### config.mk
export PLATFORM = sky130hd
export DESIGN_NAME = packet_hash_stripper_flat
export DESIGN_NICKNAME = d
export VERILOG_FILES = /design/src/rtl/packet_hash_stripper_if.sv /design/src/rtl/packet_hash_stripper.sv /design/src/flat_wrapper.sv
export SDC_FILE = /design/constraint.sdc
export NUM_CORES = 2
export LEC_CHECK = 0
export BUFFER_PORTS_ARGS = -buffer_cell sky130_fd_sc_hd__buf_2
export CAP_MARGIN = 15
export CORE_ASPECT_RATIO = 1.75
export CORE_UTILIZATION = 47
export CTS_CLUSTER_DIAMETER = 40
export CTS_CLUSTER_SIZE = 14
export DETAILED_ROUTE_END_ITERATION = 7
export HOLD_SLACK_MARGIN = 0.08
export PLACE_DENSITY_LB_ADDON = 0.15
export SETUP_SLACK_MARGIN = 0.05
export SLEW_MARGIN = 20
export SYNTH_ARGS = -nofsm -noshare
export SYNTH_HDL_FRONTEND = slang
export SYNTH_SLANG_ARGS = --single-unit
### constraint.sdc
create_clock -name axi_aclk -period 7 [get_ports axi_aclk]
set_input_delay 0.7 -clock axi_aclk [delete_from_list [all_inputs] [get_ports axi_aclk]]
set_output_delay 0.7 -clock axi_aclk [all_outputs]
set_load 0.02 [all_outputs]
### src/rtl/packet_hash_stripper_if.sv
// ============================================================================
//  Module      : packet_hash_stripper_if
//  Description : AXI4-Stream bundle (data, strobe, user, valid, last, ready)
//                used on both sides of packet_hash_stripper.
//  Revision    : 1.0 - initial release
// ============================================================================
`default_nettype none

interface packet_hash_stripper_if #(
    parameter int DATA_WIDTH = 256,
    parameter int USER_WIDTH = 128
) ();
    logic [DATA_WIDTH-1:0]   tdata;
    logic [DATA_WIDTH/8-1:0] tstrb;
    logic [USER_WIDTH-1:0]   tuser;
    logic                    tvalid;
    logic                    tlast;
    logic                    tready;

    modport master (
        output tdata, tstrb, tuser, tvalid, tlast,
        input  tready
    );

    modport slave (
        input  tdata, tstrb, tuser, tvalid, tlast,
        output tready
    );
endinterface

`default_nettype wire

### src/rtl/packet_hash_stripper.sv
// ============================================================================
//  Module      : packet_hash_stripper
//  Description : Removes a HASH_BYTES-byte trailer from the end of each packet,
//                shortens the tuser length field, forwards the payload and
//                presents the extracted hash on a sideband with a strobe.
//  Revision    : 1.0 - initial release
// ============================================================================
`default_nettype none

module packet_hash_stripper #(
    parameter int C_M_AXIS_DATA_WIDTH  = 256,
    parameter int C_S_AXIS_DATA_WIDTH  = 256,
    parameter int C_M_AXIS_TUSER_WIDTH = 128,
    parameter int C_S_AXIS_TUSER_WIDTH = 128,
    parameter int HASH_WIDTH           = 128
) (
    input  logic                    axi_aclk,
    input  logic                    axi_resetn,
    packet_hash_stripper_if.slave   s_axis,
    packet_hash_stripper_if.master  m_axis,
    input  logic                    strip_en,
    output logic [HASH_WIDTH-1:0]   hash_out,
    output logic                    hash_valid,
    output logic                    hash_err
);

    localparam int DW  = C_S_AXIS_DATA_WIDTH;
    localparam int MDW = C_M_AXIS_DATA_WIDTH;
    localparam int UW  = C_S_AXIS_TUSER_WIDTH;
    localparam int MUW = C_M_AXIS_TUSER_WIDTH;
    localparam int DB  = DW / 8;
    localparam int MDB = MDW / 8;
    localparam int HB  = HASH_WIDTH / 8;
    localparam int CW  = $clog2(DB) + 1;   // holds a byte count 0..DB
    localparam int OW  = CW + 1;           // holds a byte offset 0..2*DB

    typedef enum logic [1:0] {
        S_EMPTY = 2'd0,
        S_HOLD  = 2'd1,
        S_FLUSH = 2'd2
    } state_t;

    // Strobe with the k leading (wire-first) lanes set.
    function automatic logic [DB-1:0] lead_ones(input logic [CW-1:0] k);
        logic [DB-1:0] m;
        for (int i = 0; i < DB; i++) begin
            m[i] = ((DB - 1 - i) < int'(k));
        end
        return m;
    endfunction

    state_t                  state_q;
    logic [DW-1:0]           buf_data_q;
    logic [DB-1:0]           buf_strb_q;
    logic                    flush_pend_q;   // buffer holds the final beat while in FLUSH
    logic                    ctx_strip_q;
    logic [MUW-1:0]          ctx_user_q;

    logic [MDW-1:0]          m_tdata_q;
    logic [MDB-1:0]          m_tstrb_q;
    logic [MUW-1:0]          m_tuser_q;
    logic                    m_tvalid_q;
    logic                    m_tlast_q;

    // Sideband result of the packet whose tlast is still in flight.
    logic                    pend_valid_q;
    logic                    pend_err_q;
    logic [HASH_WIDTH-1:0]   pend_hash_q;

    logic [HASH_WIDTH-1:0]   hash_q;
    logic                    hash_valid_q;
    logic                    hash_err_q;

    logic                    w_in_fire;
    logic                    w_out_fire;
    logic                    w_first;
    logic [CW-1:0]           w_n;
    logic                    w_stop;
    logic [UW-1:0]           w_user_adj;
    logic [2*DW-1:0]         w_cat;
    logic [OW-1:0]           w_rsh;
    logic [HASH_WIDTH-1:0]   w_hash;

    assign s_axis.tready = axi_resetn && (state_q != S_FLUSH) && (!m_tvalid_q || m_axis.tready);

    assign w_in_fire  = s_axis.tvalid && s_axis.tready;
    assign w_out_fire = m_tvalid_q && m_axis.tready;
    assign w_first    = (state_q == S_EMPTY);

    assign w_user_adj = {s_axis.tuser[UW-1:16], s_axis.tuser[15:0] - 16'(HB)};

    // Valid byte count of the incoming beat: leading ones of the strobe.
    always_comb begin
        w_n    = '0;
        w_stop = 1'b0;
        for (int i = DB - 1; i >= 0; i--) begin
            if (!w_stop && s_axis.tstrb[i]) begin
                w_n = w_n + CW'(1);
            end else begin
                w_stop = 1'b1;
            end
        end
    end

    // Trailer window: the HB bytes ending at the last valid byte of
    // {buffered beat, last beat}; a single-beat packet sits in the upper half.
    always_comb begin
        if (w_first) begin
            w_cat = {s_axis.tdata, {DW{1'b0}}};
            w_rsh = OW'(2 * DB) - OW'(w_n);
        end else begin
            w_cat = {buf_data_q, s_axis.tdata};
            w_rsh = OW'(DB) - OW'(w_n);
        end
        w_hash = HASH_WIDTH'(w_cat >> {w_rsh, 3'b000});
    end

    // Packet FSM, holding buffer, output register and hash sideband.
    always_ff @(posedge axi_aclk or negedge axi_resetn) begin
        if (!axi_resetn) begin
            state_q      <= S_EMPTY;
            buf_data_q   <= '0;
            buf_strb_q   <= '0;
            flush_pend_q <= 1'b0;
            ctx_strip_q  <= 1'b0;
            ctx_user_q   <= '0;
            m_tdata_q    <= '0;
            m_tstrb_q    <= '0;
            m_tuser_q    <= '0;
            m_tvalid_q   <= 1'b0;
            m_tlast_q    <= 1'b0;
            pend_valid_q <= 1'b0;
            pend_err_q   <= 1'b0;
            pend_hash_q  <= '0;
            hash_q       <= '0;
            hash_valid_q <= 1'b0;
            hash_err_q   <= 1'b0;
        end else begin
            hash_valid_q <= 1'b0;
            hash_err_q   <= 1'b0;

            // Output drains; a load below overrides the clear.
            if (w_out_fire) begin
                m_tvalid_q <= 1'b0;
                if (m_tlast_q) begin
                    hash_valid_q <= pend_valid_q;
                    hash_err_q   <= pend_err_q;
                    if (pend_valid_q) begin
                        hash_q <= pend_hash_q;
                    end
                end
            end

            case (state_q)
                S_EMPTY: begin
                    if (w_in_fire) begin
                        ctx_strip_q <= strip_en;
                        ctx_user_q  <= strip_en ? w_user_adj : s_axis.tuser;
                        if (!s_axis.tlast) begin
                            buf_data_q <= s_axis.tdata;
                            buf_strb_q <= s_axis.tstrb;
                            state_q    <= S_HOLD;
                        end else begin
                            // Single-beat packet goes straight to the output.
                            m_tdata_q    <= s_axis.tdata;
                            m_tvalid_q   <= 1'b1;
                            m_tlast_q    <= 1'b1;
                            pend_valid_q <= 1'b0;
                            pend_err_q   <= 1'b0;
                            if (strip_en && (w_n > CW'(HB))) begin
                                m_tstrb_q    <= lead_ones(w_n - CW'(HB));
                                m_tuser_q    <= w_user_adj;
                                pend_valid_q <= 1'b1;
                                pend_hash_q  <= w_hash;
                                flush_pend_q <= 1'b0;
                                state_q      <= S_FLUSH;
                            end else begin
                                m_tstrb_q  <= s_axis.tstrb;
                                m_tuser_q  <= s_axis.tuser;
                                pend_err_q <= strip_en;
                            end
                        end
                    end
                end

                S_HOLD: begin
                    if (w_in_fire) begin
                        // Any arriving beat releases the buffered one.
                        m_tdata_q  <= buf_data_q;
                        m_tstrb_q  <= buf_strb_q;
                        m_tuser_q  <= ctx_user_q;
                        m_tvalid_q <= 1'b1;
                        m_tlast_q  <= 1'b0;
                        if (!s_axis.tlast) begin
                            buf_data_q <= s_axis.tdata;
                            buf_strb_q <= s_axis.tstrb;
                        end else begin
                            pend_valid_q <= 1'b0;
                            pend_err_q   <= 1'b0;
                            if (!ctx_strip_q) begin
                                buf_data_q   <= s_axis.tdata;
                                buf_strb_q   <= s_axis.tstrb;
                                flush_pend_q <= 1'b1;
                                state_q      <= S_FLUSH;
                            end else begin
                                pend_valid_q <= 1'b1;
                                pend_hash_q  <= w_hash;
                                if (w_n > CW'(HB)) begin
                                    buf_data_q   <= s_axis.tdata;
                                    buf_strb_q   <= lead_ones(w_n - CW'(HB));
                                    flush_pend_q <= 1'b1;
                                    state_q      <= S_FLUSH;
                                end else if (w_n == CW'(HB)) begin
                                    m_tlast_q <= 1'b1;
                                    state_q   <= S_EMPTY;
                                end else begin
                                    // Trailer reaches back into the buffered beat.
                                    m_tstrb_q <= lead_ones(CW'(DB - HB) + w_n);
                                    m_tlast_q <= 1'b1;
                                    state_q   <= S_EMPTY;
                                end
                            end
                        end
                    end
                end

                S_FLUSH: begin
                    if (w_out_fire) begin
                        if (flush_pend_q) begin
                            m_tdata_q  <= buf_data_q;
                            m_tstrb_q  <= buf_strb_q;
                            m_tuser_q  <= ctx_user_q;
                            m_tvalid_q <= 1'b1;
                            m_tlast_q  <= 1'b1;
                        end
                        flush_pend_q <= 1'b0;
                        state_q      <= S_EMPTY;
                    end
                end

                default: begin
                    state_q <= S_EMPTY;
                end
            endcase
        end
    end

    assign m_axis.tdata  = m_tdata_q;
    assign m_axis.tstrb  = m_tstrb_q;
    assign m_axis.tuser  = m_tuser_q;
    assign m_axis.tvalid = m_tvalid_q;
    assign m_axis.tlast  = m_tlast_q;

    assign hash_out   = hash_q;
    assign hash_valid = hash_valid_q;
    assign hash_err   = hash_err_q;

endmodule

`default_nettype wire

### src/flat_wrapper.sv
// flat-port wrapper written by rule: the top's interface ports become plain ports
module packet_hash_stripper_flat 
#(
    parameter int C_M_AXIS_DATA_WIDTH  = 256,
    parameter int C_S_AXIS_DATA_WIDTH  = 256,
    parameter int C_M_AXIS_TUSER_WIDTH = 128,
    parameter int C_S_AXIS_TUSER_WIDTH = 128,
    parameter int HASH_WIDTH           = 128
)
  (axi_aclk, axi_resetn, strip_en, hash_out, hash_valid, hash_err, s_axis_tdata, s_axis_tstrb, s_axis_tuser, s_axis_tvalid, s_axis_tlast, s_axis_tready, m_axis_tdata, m_axis_tstrb, m_axis_tuser, m_axis_tvalid, m_axis_tlast, m_axis_tready);
  packet_hash_stripper_if #(.DATA_WIDTH(256), .USER_WIDTH(128)) s_axis_i ();
  packet_hash_stripper_if #(.DATA_WIDTH(256), .USER_WIDTH(128)) m_axis_i ();
  input  logic axi_aclk;
  input  logic axi_resetn;
  input  logic strip_en;
  output logic [HASH_WIDTH-1:0] hash_out;
  output logic hash_valid;
  output logic hash_err;
  input wire logic [$bits(s_axis_i.tdata)-1:0] s_axis_tdata;
  input wire logic [$bits(s_axis_i.tstrb)-1:0] s_axis_tstrb;
  input wire logic [$bits(s_axis_i.tuser)-1:0] s_axis_tuser;
  input wire logic [$bits(s_axis_i.tvalid)-1:0] s_axis_tvalid;
  input wire logic [$bits(s_axis_i.tlast)-1:0] s_axis_tlast;
  output wire logic [$bits(s_axis_i.tready)-1:0] s_axis_tready;
  output wire logic [$bits(m_axis_i.tdata)-1:0] m_axis_tdata;
  output wire logic [$bits(m_axis_i.tstrb)-1:0] m_axis_tstrb;
  output wire logic [$bits(m_axis_i.tuser)-1:0] m_axis_tuser;
  output wire logic [$bits(m_axis_i.tvalid)-1:0] m_axis_tvalid;
  output wire logic [$bits(m_axis_i.tlast)-1:0] m_axis_tlast;
  input wire logic [$bits(m_axis_i.tready)-1:0] m_axis_tready;
  assign s_axis_i.tdata = s_axis_tdata;
  assign s_axis_i.tstrb = s_axis_tstrb;
  assign s_axis_i.tuser = s_axis_tuser;
  assign s_axis_i.tvalid = s_axis_tvalid;
  assign s_axis_i.tlast = s_axis_tlast;
  assign s_axis_tready = s_axis_i.tready;
  assign m_axis_tdata = m_axis_i.tdata;
  assign m_axis_tstrb = m_axis_i.tstrb;
  assign m_axis_tuser = m_axis_i.tuser;
  assign m_axis_tvalid = m_axis_i.tvalid;
  assign m_axis_tlast = m_axis_i.tlast;
  assign m_axis_i.tready = m_axis_tready;
  packet_hash_stripper #(.C_M_AXIS_DATA_WIDTH(C_M_AXIS_DATA_WIDTH), .C_S_AXIS_DATA_WIDTH(C_S_AXIS_DATA_WIDTH), .C_M_AXIS_TUSER_WIDTH(C_M_AXIS_TUSER_WIDTH), .C_S_AXIS_TUSER_WIDTH(C_S_AXIS_TUSER_WIDTH), .HASH_WIDTH(HASH_WIDTH)) u_core (.axi_aclk(axi_aclk), .axi_resetn(axi_resetn), .s_axis(s_axis_i), .m_axis(m_axis_i), .strip_en(strip_en), .hash_out(hash_out), .hash_valid(hash_valid), .hash_err(hash_err));
endmodule
==> run metrics, run 1 <==
# IOs=971; yosys warns=0; cell area after synthesis=76600 um^2; Async S/R FF share, synth=1.00; starting density of the core=0.474; Seq/Total Area, Yosys=0.359; Die X=307 um; post-DP HPWL=401000 um; Syn Inst Count=9242; Unique masters post-synth=105; Buffers on Ports=970; total gr overflow=69; Post-synth EDFFs=0; Synth Flop Type=dfrtp_1; Synth top area share=0.359; stage reached=global routing (5_1_grt); root buf cell=clkbuf_16; DIE HEIGHT=536 um; H-tree depth=3; Syn Area/Cell=8.29 um^2; clock buffer count from CTS=107; GPL Wtd Cong=1.21; Yosys reg bits=1098; GRT Resource Usage Total=0.658; tool error=[ERROR GRT-0116] Global routing finished with congestion. Check the congestion regions in the DRC Viewer.; TritonCTS Sinks=1098; largest cells by area after synthesis=dfrtp_1 36%, mux2i_1 13%, nand2_1 11%; largest net degree at the start of global routing=183; row count=195; vias in the first global route=98000; Longest Clk Path Bufs=3; first-pass GRT wire length=767000 um; syn nets=9703; Synth area leader=dfrtp_1; status=aborted with a tool error
==> cells in the mapped netlist, drive strengths merged (17+ instances only) <==
library cell  number
o21ai            846
nand3            169
dfrtp           1098
o31ai             37
xnor3             17
o221ai            41
a22o              20
xor2              32
or3               50
a221o             27
nand4             27
nand2           2213
nor2             487
ha                39
o211ai            63
mux2             416
mux4              43
inv               59
a211oi            75
a21o              17
mux2i           1021
and2              56
o22ai             24
a222oi            21
a21oi            641
a21boi            21
buf              245
nor3             109
a22oi             36
nor4              17
o21a              30
o311ai            22
a31oi            108
and3             232
clkbuf           546
xnor2             83
a221oi            30
==> metrics by stage <==
stage	worst slack, ns	cells	hold WS, ns	instance area, um^2	utilization
after detailed placement	-14.36	13700	0.454	98800	0.612
after floorplan	-12.14	9242	0.404	77100	-
after CTS	-12.60	14000	0.157	106000	0.658
after global placement	-14.57	13700	0.447	98800	0.612
==> kinds of logic after synthesis <==
family / Yosys count / share of synthesized area
flops: 1098 / 0.359
buf+inv: 851 / 0.0450
xor+xnor: 134 / 0.0199
simple gates: 3432 / 0.190
fa+ha+maj: 43 / 0.00689
compound gates: 2204 / 0.172
mux: 1480 / 0.207
==> layer usage <==
metal / track usage / overflow
met2: 0.903 / 34
met1: 0.680 / 0
met4: 0.730 / 35
met3: 0.336 / 0
met5: 0.0312 / 0
==> repair_timing <==
action	4_1_cts
gates cloned	15
resized for setup	606
endpoints found under the setup margin	466
hold buffers	1
hold endpoints to repair	46
setup buffers	123
pin swaps	181
==> run 2, diff against run 1 <==
- CORE_ASPECT_RATIO: 1.75 -> not set
- CORE_UTILIZATION: 47 -> 32
- CTS_CLUSTER_DIAMETER: 40 -> not set
- CTS_CLUSTER_SIZE: 14 -> not set
- HOLD_SLACK_MARGIN: 0.08 -> not set
- SETUP_SLACK_MARGIN: 0.05 -> not set
==> run 2 against run 1 <==
The flow now finishes, with violations (DRC, setup timing); area after synthesis unchanged; synthesized cell count unchanged.
==> run metrics, run 2 <==
WL/cell=35.4 um; Post-synth EDFFs=0; wirelength, routed=546000 um; Setup WS pre-CTS=-14.36 ns; Nets=12500; full die area=241000 um^2; core area=238000 um^2; leakage power=0.0548 uW; PD cells=517 nW/um^2; total gr overflow=0; Worst EP arrival=20.54 ns; GRT Resource Usage Total=0.436; Commonest cells post-synth=2212 x nand2_1, 1098 x dfrtp_1, 1020 x mux2i_1; Die X=491 um; cell area after synthesis=76600 um^2; post-route ant nets=0; Required @ worst endpoint=7.71 ns; Synth Flop Type=dfrtp_1; most frequent cell after synthesis=nand2_1; worst min-delay path class=primary input to register; Slew @ Worst Pin=1.18 ns; crit path kind=primary input to register; Fillers=23600; root buf cell=clkbuf_16; clock buffer count from CTS=118; setup total negative slack=-5799.40 ns; nature of the critical path startpoint=primary input; # IOs=971; slowest library cell on the worst path=xnor3_4; DIE HEIGHT=491 um; largest family of logic cells by synthesized area=multiplexers; Post-Synth Adder-Cell Area=0.00689; TritonCTS Sinks=1098; Final Setup Violations=466; via count=89600; post-layout util=0.473; starting density of the core=0.322; Synth Area in Compound Gates=0.172; layout cell share with drive strength beyond 1=0.387; crit end category=register; DRC=136; Pwr Total=58200 uW; Buffers on Ports=970; failing checks=DRC, setup timing; Slew Limit Fails=0; Max Cap Viol=0; most frequent CP cell=ha_1; mux cell area share after synthesis=0.207; RSZ-0062 raised after global routing=yes; Async S/R FF share, synth=1.00; Synth top area share=0.359; yosys warns=0; H-tree depth=3; first-pass GRT wire length=727000 um; number of antenna violations at the first check in global routing=82; Unique masters post-synth=105; Max stage delay on crit path=0.52 ns; post-DP HPWL=450000 um; CP top delay family=adder cells; GPL Wtd Cong=1.09; worst setup margin=-12.83 ns; status=complete, but fails checks; Hold Vio Cnt, Final=0; clk slew on worst S/H paths=0.06 ns; Post-Synth XOR/XNOR Area=0.0199; most common cell after layout, fill and taps aside=buf_4; post-layout instance count excluding filler cells=15400; Fin Clk Skew=0.101 ns; VDD IR max=583 uV; largest cells by area after synthesis=dfrtp_1 36%, mux2i_1 13%, nand2_1 11%; fin crit period=19.83 ns; Clock Latency Late Sink=0.89 ns; Yosys reg bits=1098; Crit Path Max Fanout=8; Max Fclk=50.4 MHz; 1st-iter DRT viols=11200; Initial DRT Pass Iterations=8; syn nets=9703; simple-gate portion of the synthesized area=0.190; Syn Inst Count=9242; Syn Area/Cell=8.29 um^2; Placed Cells=15000; CTS tree=done; sum of buffers and inverters on the critical path=9; most frequent cells in the layout=2214 x buf_4, 2184 x nand2_1, 1098 x dfrtp_1; Worst slew margin=0.213; largest net degree at the start of global routing=208; area delta synth->final=46.9%; Tcrit/Tclk final=2.83; row count=179; Synth area leader=dfrtp_1; Seq/Total Area, Yosys=0.359; vias per inst=5.82; Longest Clk Path Bufs=3; vias in the first global route=84000
## run 2: cell counts after synthesis
No cell type changed its count.
## run 2: where the power goes
part	leakage [uW]	internal (uW)	switching, uW	total, uW
clock network	0.00213	4160	2960	7120
logic	0.0388	14900	24500	39400
registers	0.0139	9050	2630	11700
total	0.0548	28100	30100	58200
## run 2: area by class of cell
class,instances,area [um^2],area share
Clock inverter,70,1150,0.0102
Tap cell,3167,3960,0.0352
Inverter,60,268,0.00238
Sequential cell,1098,27500,0.244
Multi-Input combinational cell,7293,49000,0.436
Timing Repair Buffer,3514,27300,0.242
Antenna cell,46,115,0.00102
Clock buffer,150,3250,0.0289
## run 2: metal layers
metal / wire length [um] / vias to the layer above / global-route usage
li1: - / 38600 / -
met1: 238000 / 45300 / 0.612
met2: 221000 / 4857 / 0.611
met3: 53100 / 817 / 0.107
met4: 34400 / 32 / 0.234
met5: 209 / - / 0
## run 2: final timing paths
check,start,to,slack [ns],depth (start not counted)
min in group asynchronous,axi_resetn,u_core.m_axis.tstrb[21]$_DFFE_PN0P_,0.44,2
worst max register to register,u_core.state_q[0]$_DFFE_PN0P_,u_core.pend_hash_q[9]$_DFFE_PN0P_,2.09,14
max in group asynchronous,axi_resetn,u_core.m_axis.tdata[208]$_DFFE_PN0P_,3.56,5
worst max-delay path,s_axis_tstrb[30],u_core.pend_hash_q[78]$_DFFE_PN0P_,-12.83,110
worst min register to register,u_core.hash_out[96]$_DFFE_PN0P_,u_core.hash_out[96]$_DFFE_PN0P_,0.47,2
worst min-delay path,s_axis_tuser[66],u_core.ctx_user_q[66]$_DFFE_PN0P_,0.06,2
## run 2: through the flow
step | cell area [um^2] | hold WS (ns)
after floorplan | 77100 | 0.404
after global placement | 102000 | 0.455
after detailed placement | 103000 | 0.459
after CTS | 110000 | 0.0171
after global routing | 112000 | 0.0494
final | 112000 | 0.0583
## run 2: cell families after synthesis
group	after synthesis
buffers and inverters	851
and+or+nand+nor	3432
adders and majority gates	43
muxes	1480
DFF	1098
xor gates and xnor gates	134
AOI/OAI and AO/OA	2204
## run 2: repair_timing
action | CTS | global route
hold buffers | 1 | 0
buffers inserted | 109 | 72
resized for setup | 452 | 399
setup endpoints to repair | 466 | 466
cloned | 11 | 3
pin swaps | 108 | 154
hold endpoints to repair | 54 | 0
Power figures use the tool's default switching activity.
